$ cat src/rtl/ahb_lite_master.sv
// AHB-Lite bus master: turns one command into a SINGLE/INCRx burst.
// Address and data phases overlap; write beats stall with BUSY.
module ahb_lite_master #(
  parameter int ADDR_WIDTH = 32,
  parameter int DATA_WIDTH = 32
) (
  input  logic                    hclk,
  input  logic                    hresetn,
  input  logic                    cmd_valid,
  output logic                    cmd_ready,
  input  logic                    cmd_write,
  input  logic [ADDR_WIDTH-1:0]   cmd_addr,
  input  logic [2:0]              cmd_size,
  input  logic [2:0]              cmd_burst,
  input  logic [DATA_WIDTH-1:0]   wdata,
  input  logic                    wdata_valid,
  output logic                    wdata_ready,
  output logic [DATA_WIDTH-1:0]   rdata,
  output logic                    rdata_valid,
  output logic                    done,
  output logic                    done_err,
  output logic [ADDR_WIDTH-1:0]   haddr,
  output logic [1:0]              htrans,
  output logic                    hwrite,
  output logic [2:0]              hsize,
  output logic [2:0]              hburst,
  output logic [3:0]              hprot,
  output logic [DATA_WIDTH-1:0]   hwdata,
  output logic [DATA_WIDTH/8-1:0] hwstrb,
  input  logic                    hready,
  input  logic                    hresp,
  input  logic [DATA_WIDTH-1:0]   hrdata
);

  localparam int NB = DATA_WIDTH / 8;
  localparam int LB = (NB > 1) ? $clog2(NB) : 1;

  typedef enum logic [1:0] {
    S_IDLE,
    S_ADDR,
    S_DATA,
    S_ERR
  } state_t;

  state_t                  state;
  logic                    a_pend;
  logic                    first;
  logic                    d_pend;
  logic                    d_wr;
  logic [3:0]              a_rem;
  logic [3:0]              beats_m1;
  logic                    act;
  logic                    acc;
  logic [NB-1:0]           strb;
  logic [ADDR_WIDTH-1:0]   incr;
  logic [LB-1:0]           boff;

  assign act  = (state == S_ADDR) || (state == S_DATA);
  assign acc  = htrans[1] && hready;
  assign incr = ADDR_WIDTH'(1) << hsize;
  assign boff = haddr[LB-1:0];

  assign wdata_ready = acc && hwrite;

  // A write beat is only presented while its data is on wdata
  always_comb begin
    htrans = 2'b00;
    if (act && a_pend) begin
      if (hwrite && !wdata_valid)
        htrans = first ? 2'b00 : 2'b01;
      else
        htrans = first ? 2'b10 : 2'b11;
    end
  end

  always_comb begin
    beats_m1 = 4'd0;
    case (cmd_burst)
      3'b011:  beats_m1 = 4'd3;
      3'b101:  beats_m1 = 4'd7;
      3'b111:  beats_m1 = 4'd15;
      default: beats_m1 = 4'd0;
    endcase
  end

  always_comb begin
    strb = '0;
    for (int i = 0; i < NB; i++)
      strb[i] = (i >= int'(boff)) &&
                ((i - int'(boff)) < (1 << hsize));
  end

  always_ff @(posedge hclk or negedge hresetn) begin
    if (!hresetn) begin
      state       <= S_IDLE;
      cmd_ready   <= 1'b0;
      haddr       <= '0;
      hwrite      <= 1'b0;
      hsize       <= '0;
      hburst      <= '0;
      hprot       <= '0;
      hwdata      <= '0;
      hwstrb      <= '0;
      rdata       <= '0;
      rdata_valid <= 1'b0;
      done        <= 1'b0;
      done_err    <= 1'b0;
      a_pend      <= 1'b0;
      first       <= 1'b0;
      d_pend      <= 1'b0;
      d_wr        <= 1'b0;
      a_rem       <= '0;
    end else begin
      rdata_valid <= 1'b0;
      done        <= 1'b0;
      done_err    <= 1'b0;
      case (state)
        S_IDLE: begin
          cmd_ready <= 1'b1;
          if (cmd_valid && cmd_ready) begin
            cmd_ready <= 1'b0;
            state     <= S_ADDR;
            haddr     <= cmd_addr;
            hwrite    <= cmd_write;
            hsize     <= cmd_size;
            hburst    <= cmd_burst;
            hprot     <= 4'b0011;
            a_rem     <= beats_m1;
            a_pend    <= 1'b1;
            first     <= 1'b1;
            d_pend    <= 1'b0;
          end
        end
        S_ADDR, S_DATA: begin
          if (d_pend && !hready && hresp) begin
            state  <= S_ERR;
            a_pend <= 1'b0;
          end else if (hready) begin
            if (d_pend && !d_wr && !hresp) begin
              rdata       <= hrdata;
              rdata_valid <= 1'b1;
            end
            if (acc) begin
              state  <= S_DATA;
              d_pend <= 1'b1;
              d_wr   <= hwrite;
              hwstrb <= hwrite ? strb : '0;
              if (hwrite)
                hwdata <= wdata;
              if (a_rem != 4'd0) begin
                haddr <= haddr + incr;
                a_rem <= a_rem - 4'd1;
                first <= 1'b0;
              end else begin
                a_pend <= 1'b0;
              end
            end else begin
              d_pend <= 1'b0;
              hwstrb <= '0;
              if (!a_pend) begin
                state     <= S_IDLE;
                done      <= 1'b1;
                cmd_ready <= 1'b1;
              end else begin
                state <= S_ADDR;
              end
            end
          end
        end
        S_ERR: begin
          if (hready) begin
            state     <= S_IDLE;
            done      <= 1'b1;
            done_err  <= 1'b1;
            cmd_ready <= 1'b1;
            d_pend    <= 1'b0;
            hwstrb    <= '0;
          end
        end
        default: state <= S_IDLE;
      endcase
    end
  end

endmodule
$ cat config.mk
export PLATFORM = sky130hd
export DESIGN_NAME = ahb_lite_master
export DESIGN_NICKNAME = d
export VERILOG_FILES = /design/src/rtl/ahb_lite_master.sv
export SDC_FILE = /design/constraint.sdc
export NUM_CORES = 1
export LEC_CHECK = 0
export CORE_MARGIN = 2
export CORE_UTILIZATION = 45
export DETAILED_ROUTE_END_ITERATION = 12
export PLACE_DENSITY = 0.83
export REMOVE_ABC_BUFFERS = 1
export SLEW_MARGIN = 20
export SYNTH_ARGS = -nofsm -noshare
export SYNTH_HDL_FRONTEND = slang
export SYNTH_SLANG_ARGS = --single-unit
$ cat constraint.sdc
create_clock -name hclk -period 3.6 [get_ports hclk]
set_clock_uncertainty 0.2 [all_clocks]
set_input_delay 0.54 -clock hclk [delete_from_list [all_inputs] [get_ports hclk]]
set_output_delay 0.54 -clock hclk [all_outputs]
set_load 0.02 [all_outputs]
==> flow_summary_export.csv <==
group,metric,value,unit
clock_tree,tritoncts,"built",
clock_tree,cts_buffers,17,
clock_tree,cts_max_path_buffers,2,
worst_setup_path,end_kind,"register",
placement,dp_slack,227,ps
floorplanning,coreArea,13700,um^2
synthesis,synth-xor-area-share,0.559,%
placement,dpl_cell_area,8690,um^2
floorplanning,die_x,122,um
worst_setup_path,crit_required,3670,ps
cells_and_area,final_layout_size_suffix_gt1_share,6.43,%
clock_tree,htree_levels,4,
routing,via_count,6008,
timing,fin_ws,353,ps
floorplanning,ios,227,
min_path,hold_class,"reg -> reg",
synthesis,synthSimpleGateAreaFrac,24.3,%
timing,slew_viol_final,0,
routing,routed_wirelength,18.0,mm
clock_tree,clk_pin_slew,60,ps
synthesis,synthAdderAreaFrac,5.81,%
clock_tree,clock_sinks,122,
power_and_ir_drop,irDropWorstVdd,435,uV
timing,setup_viol,0,
synthesis,ys_warn_count,0,
timing,worst_slew_pin_slew,725,ps
cells_and_area,num-nets-final,1072,
routing,drtIter0Drc,504,
floorplanning,rows,43,
timing,min_period_over_period,90.2,%
timing,setup_tns,0,ps
grt,grt_util_all_layers,24.8,%
flow_run,drv_cap,0,
timing,post-route-min-period,3250,ps
worst_setup_path,cpPeakStageDelay,530,ps
synthesis,synth-compound-area-share,13.7,%
worst_setup_path,startpoint_type,"register",
cells_and_area,stdcell_area,9270,um^2
placement,port_buffers,224,
routing,post-route-drc-count,0,
synthesis,ys_ff_latch,122,
grt,first_global_vias,5664,
synthesis,synth-edff-count,0,
worst_setup_path,path_cells,"nor3_1, ha_1, fa_1, a21o_1, maj3_2, a221o_1, nand3_1, mux2i_1, a21oi_1",
floorplanning,fp.dieH,122,um
outcome,status,"complete, no violations",
synthesis,synth_top_family_by_area,"simple AND/OR/NAND/NOR gates",
timing,max_freq,308,MHz
worst_setup_path,cp_max_fo,12,
timing,rsz0062_at_grt,"false",
grt,grt_max_degree,54,
grt,antenna_found_initial,0,
synthesis,avgSynthCellArea,8.75,um^2
floorplanning,die_area,14900,um^2
clock_tree,insertion_delay,410,ps
routing,firstDrtPassIters,5,
synthesis,netlist.area_leader.share,48.7,%
synthesis,seq_area_frac_synth,48.7,%
floorplanning,initial_core_util,45.7,%
clock_tree,cts_resized,0,
synthesis,synth_area,6270,um^2
clock_tree,root_buffer,"clkbuf_16",
synthesis,netlist_instances,716,
power_and_ir_drop,p_per_area,902,nW/um^2
synthesis,yosysUniqueCellTypes,58,
placement,place_congestion,0.816,
cells_and_area,syn2layout_area_growth,47.8,%
clock_tree,cts_setup_buffers,0,
grt,grt_pass1_wl,28.8,mm
worst_setup_path,arrival,3320,ps
grt,gr-total-overflow,0,
worst_setup_path,slowest_stage,"dfrtp_1",
timing,finalHoldViolations,0,
routing,ant_nets,0,
timing,relSlewSlack,51.0,%
synthesis,synth_area_leaders,"dfrtp_1, nand2_1, ha_1, a21oi_1, o21ai_0",
synthesis,synthFlopType,"dfrtp_1",
worst_setup_path,crit_type,"reg -> reg",
power_and_ir_drop,power.leakage,0.00428,uW
synthesis,async_reset_ff_share,100,%
routing,via_per_inst,5.32,
placement,dpl.hpwl,12.6,mm
synthesis,synth_mux_area_share,2.87,%
synthesis,yosysTopAreaCell,"dfrtp_1",
cells_and_area,antenna_cells,0,
routing,wl_per_cell,16.0,um
==> kinds of logic after synthesis <==
family / count (synthesis)
other: 1
buffers and inverters: 62
and+or+nand+nor: 353
DFF: 122
adders and majority gates: 28
AOI/OAI and AO/OA: 129
muxes: 17
xor gates and xnor gates: 4
==> sequential cells by signal, indices dropped and copies added, names as in the netlist, 2 cells and up <==
signal  flops
a_rem       4
haddr      32
hburst      3
hsize       3
hwdata     32
hwstrb      4
rdata      32
state       2
==> per-layer routing <==
layer  global-route usage, %  vias up  part of all wire, %
li1                        -     2895                    -
met2                    39.9      291                   47
met4                    7.76        0                  1.6
met5                       0        -                    0
met1                    32.2     2791                   41
met3                    7.40       31                   10
==> through the flow <==
stage	hold WS (ps)	cells	power [uW]	utilization (%)
after floorplan	44.4	680	4820	-
after global placement	245	1096	6630	63.4
after detailed placement	247	1096	6760	63.4
after CTS	274	1129	8410	67.6
after global routing	286	1129	8960	67.6
final	271	1129	8360	67.6
==> path summary, 6_finish.rpt <==
check                                          to                   from  slack, ps  cells after the start
setup / recovery            haddr[18]$_DFFE_PN0P_   hsize[2]$_DFFE_PN0P_        350                      9
hold / removal              rdata[11]$_DFFE_PN0P_  rdata[11]$_DFFE_PN0P_        270                      2
setup reg to reg            haddr[18]$_DFFE_PN0P_   hsize[2]$_DFFE_PN0P_        350                      9
hold reg to reg             rdata[11]$_DFFE_PN0P_  rdata[11]$_DFFE_PN0P_        270                      2
max in group asynchronous   hburst[1]$_DFFE_PN0P_                hresetn       1930                      3
min in group asynchronous  hwdata[30]$_DFFE_PN0P_                hresetn        370                      2
==> area by class of cell <==
type                            count  area [um^2]
Clock buffer                       18          439
Clock inverter                     14          125
Fill cell                        1087         4450
Inverter                           25         93.8
Multi-Input combinational cell    533         2970
Sequential cell                   122         3050
Tap cell                          180          225
Timing Repair Buffer              237         2360
==> Yosys cell counts (9+ instances only) <==
| library cell | instances |
|---|---|
| o21ai_0 | 29 |
| and3_1 | 10 |
| a21oi_1 | 34 |
| dfrtp_1 | 122 |
| inv_1 | 23 |
| clkbuf_1 | 23 |
| nand3_1 | 19 |
| nand2_1 | 246 |
| o22ai_1 | 11 |
| mux2i_1 | 9 |
| ha_1 | 25 |
| nand4_1 | 10 |
| nor2_1 | 24 |
==> what timing repair did <==
action / CTS / global route
hold buffers: 1 / 0
endpoints found under the hold margin: 20 / 0
setup endpoints to repair: 0 / 0
==> where the power goes <==
part	internal, uW	total [uW]	switching (uW)
combinational	1940	4280	2330
clock	967	1600	632
sequential	1980	2490	511
total	4890	8360	3480
==> cell usage in the layout (no fill, tap or decap), types with 3 or more instances in the layout <==
cell type          n
nor3_1             7
o22ai_1           11
a22oi_1            7
o211ai_1           6
clkinv_2           4
o2bb2ai_1          4
mux2i_1            9
or4_1              4
nand2_1          246
a21o_1             4
a21oi_1           34
and4_1             3
buf_4             11
a221o_1            5
ha_1              25
xnor2_1            3
inv_1             23
clkdlybuf4s50_1  223
nor2_1            24
or3_1              8
mux2_2             8
clkinv_4           5
and2_1             6
o311ai_0           8
clkinvlp_4         3
o21ai_0           29
clkbuf_16         17
nand4_1           10
nand2b_1           5
dfrtp_1          122
nand3_1           19
nor2b_1            3
a31oi_1            7
and3_1            10
==> worst max-delay path, delay by kind of cell, from the launching register on <==
kind | cells | cell delay, ps
adders and majority gates | 3 | 1040
AOI/OAI and AO/OA | 3 | 750
DFF | 1 | 530
and+or+nand+nor | 2 | 370
muxes | 1 | 210
No activity file was read; power rests on OpenSTA's default activity.
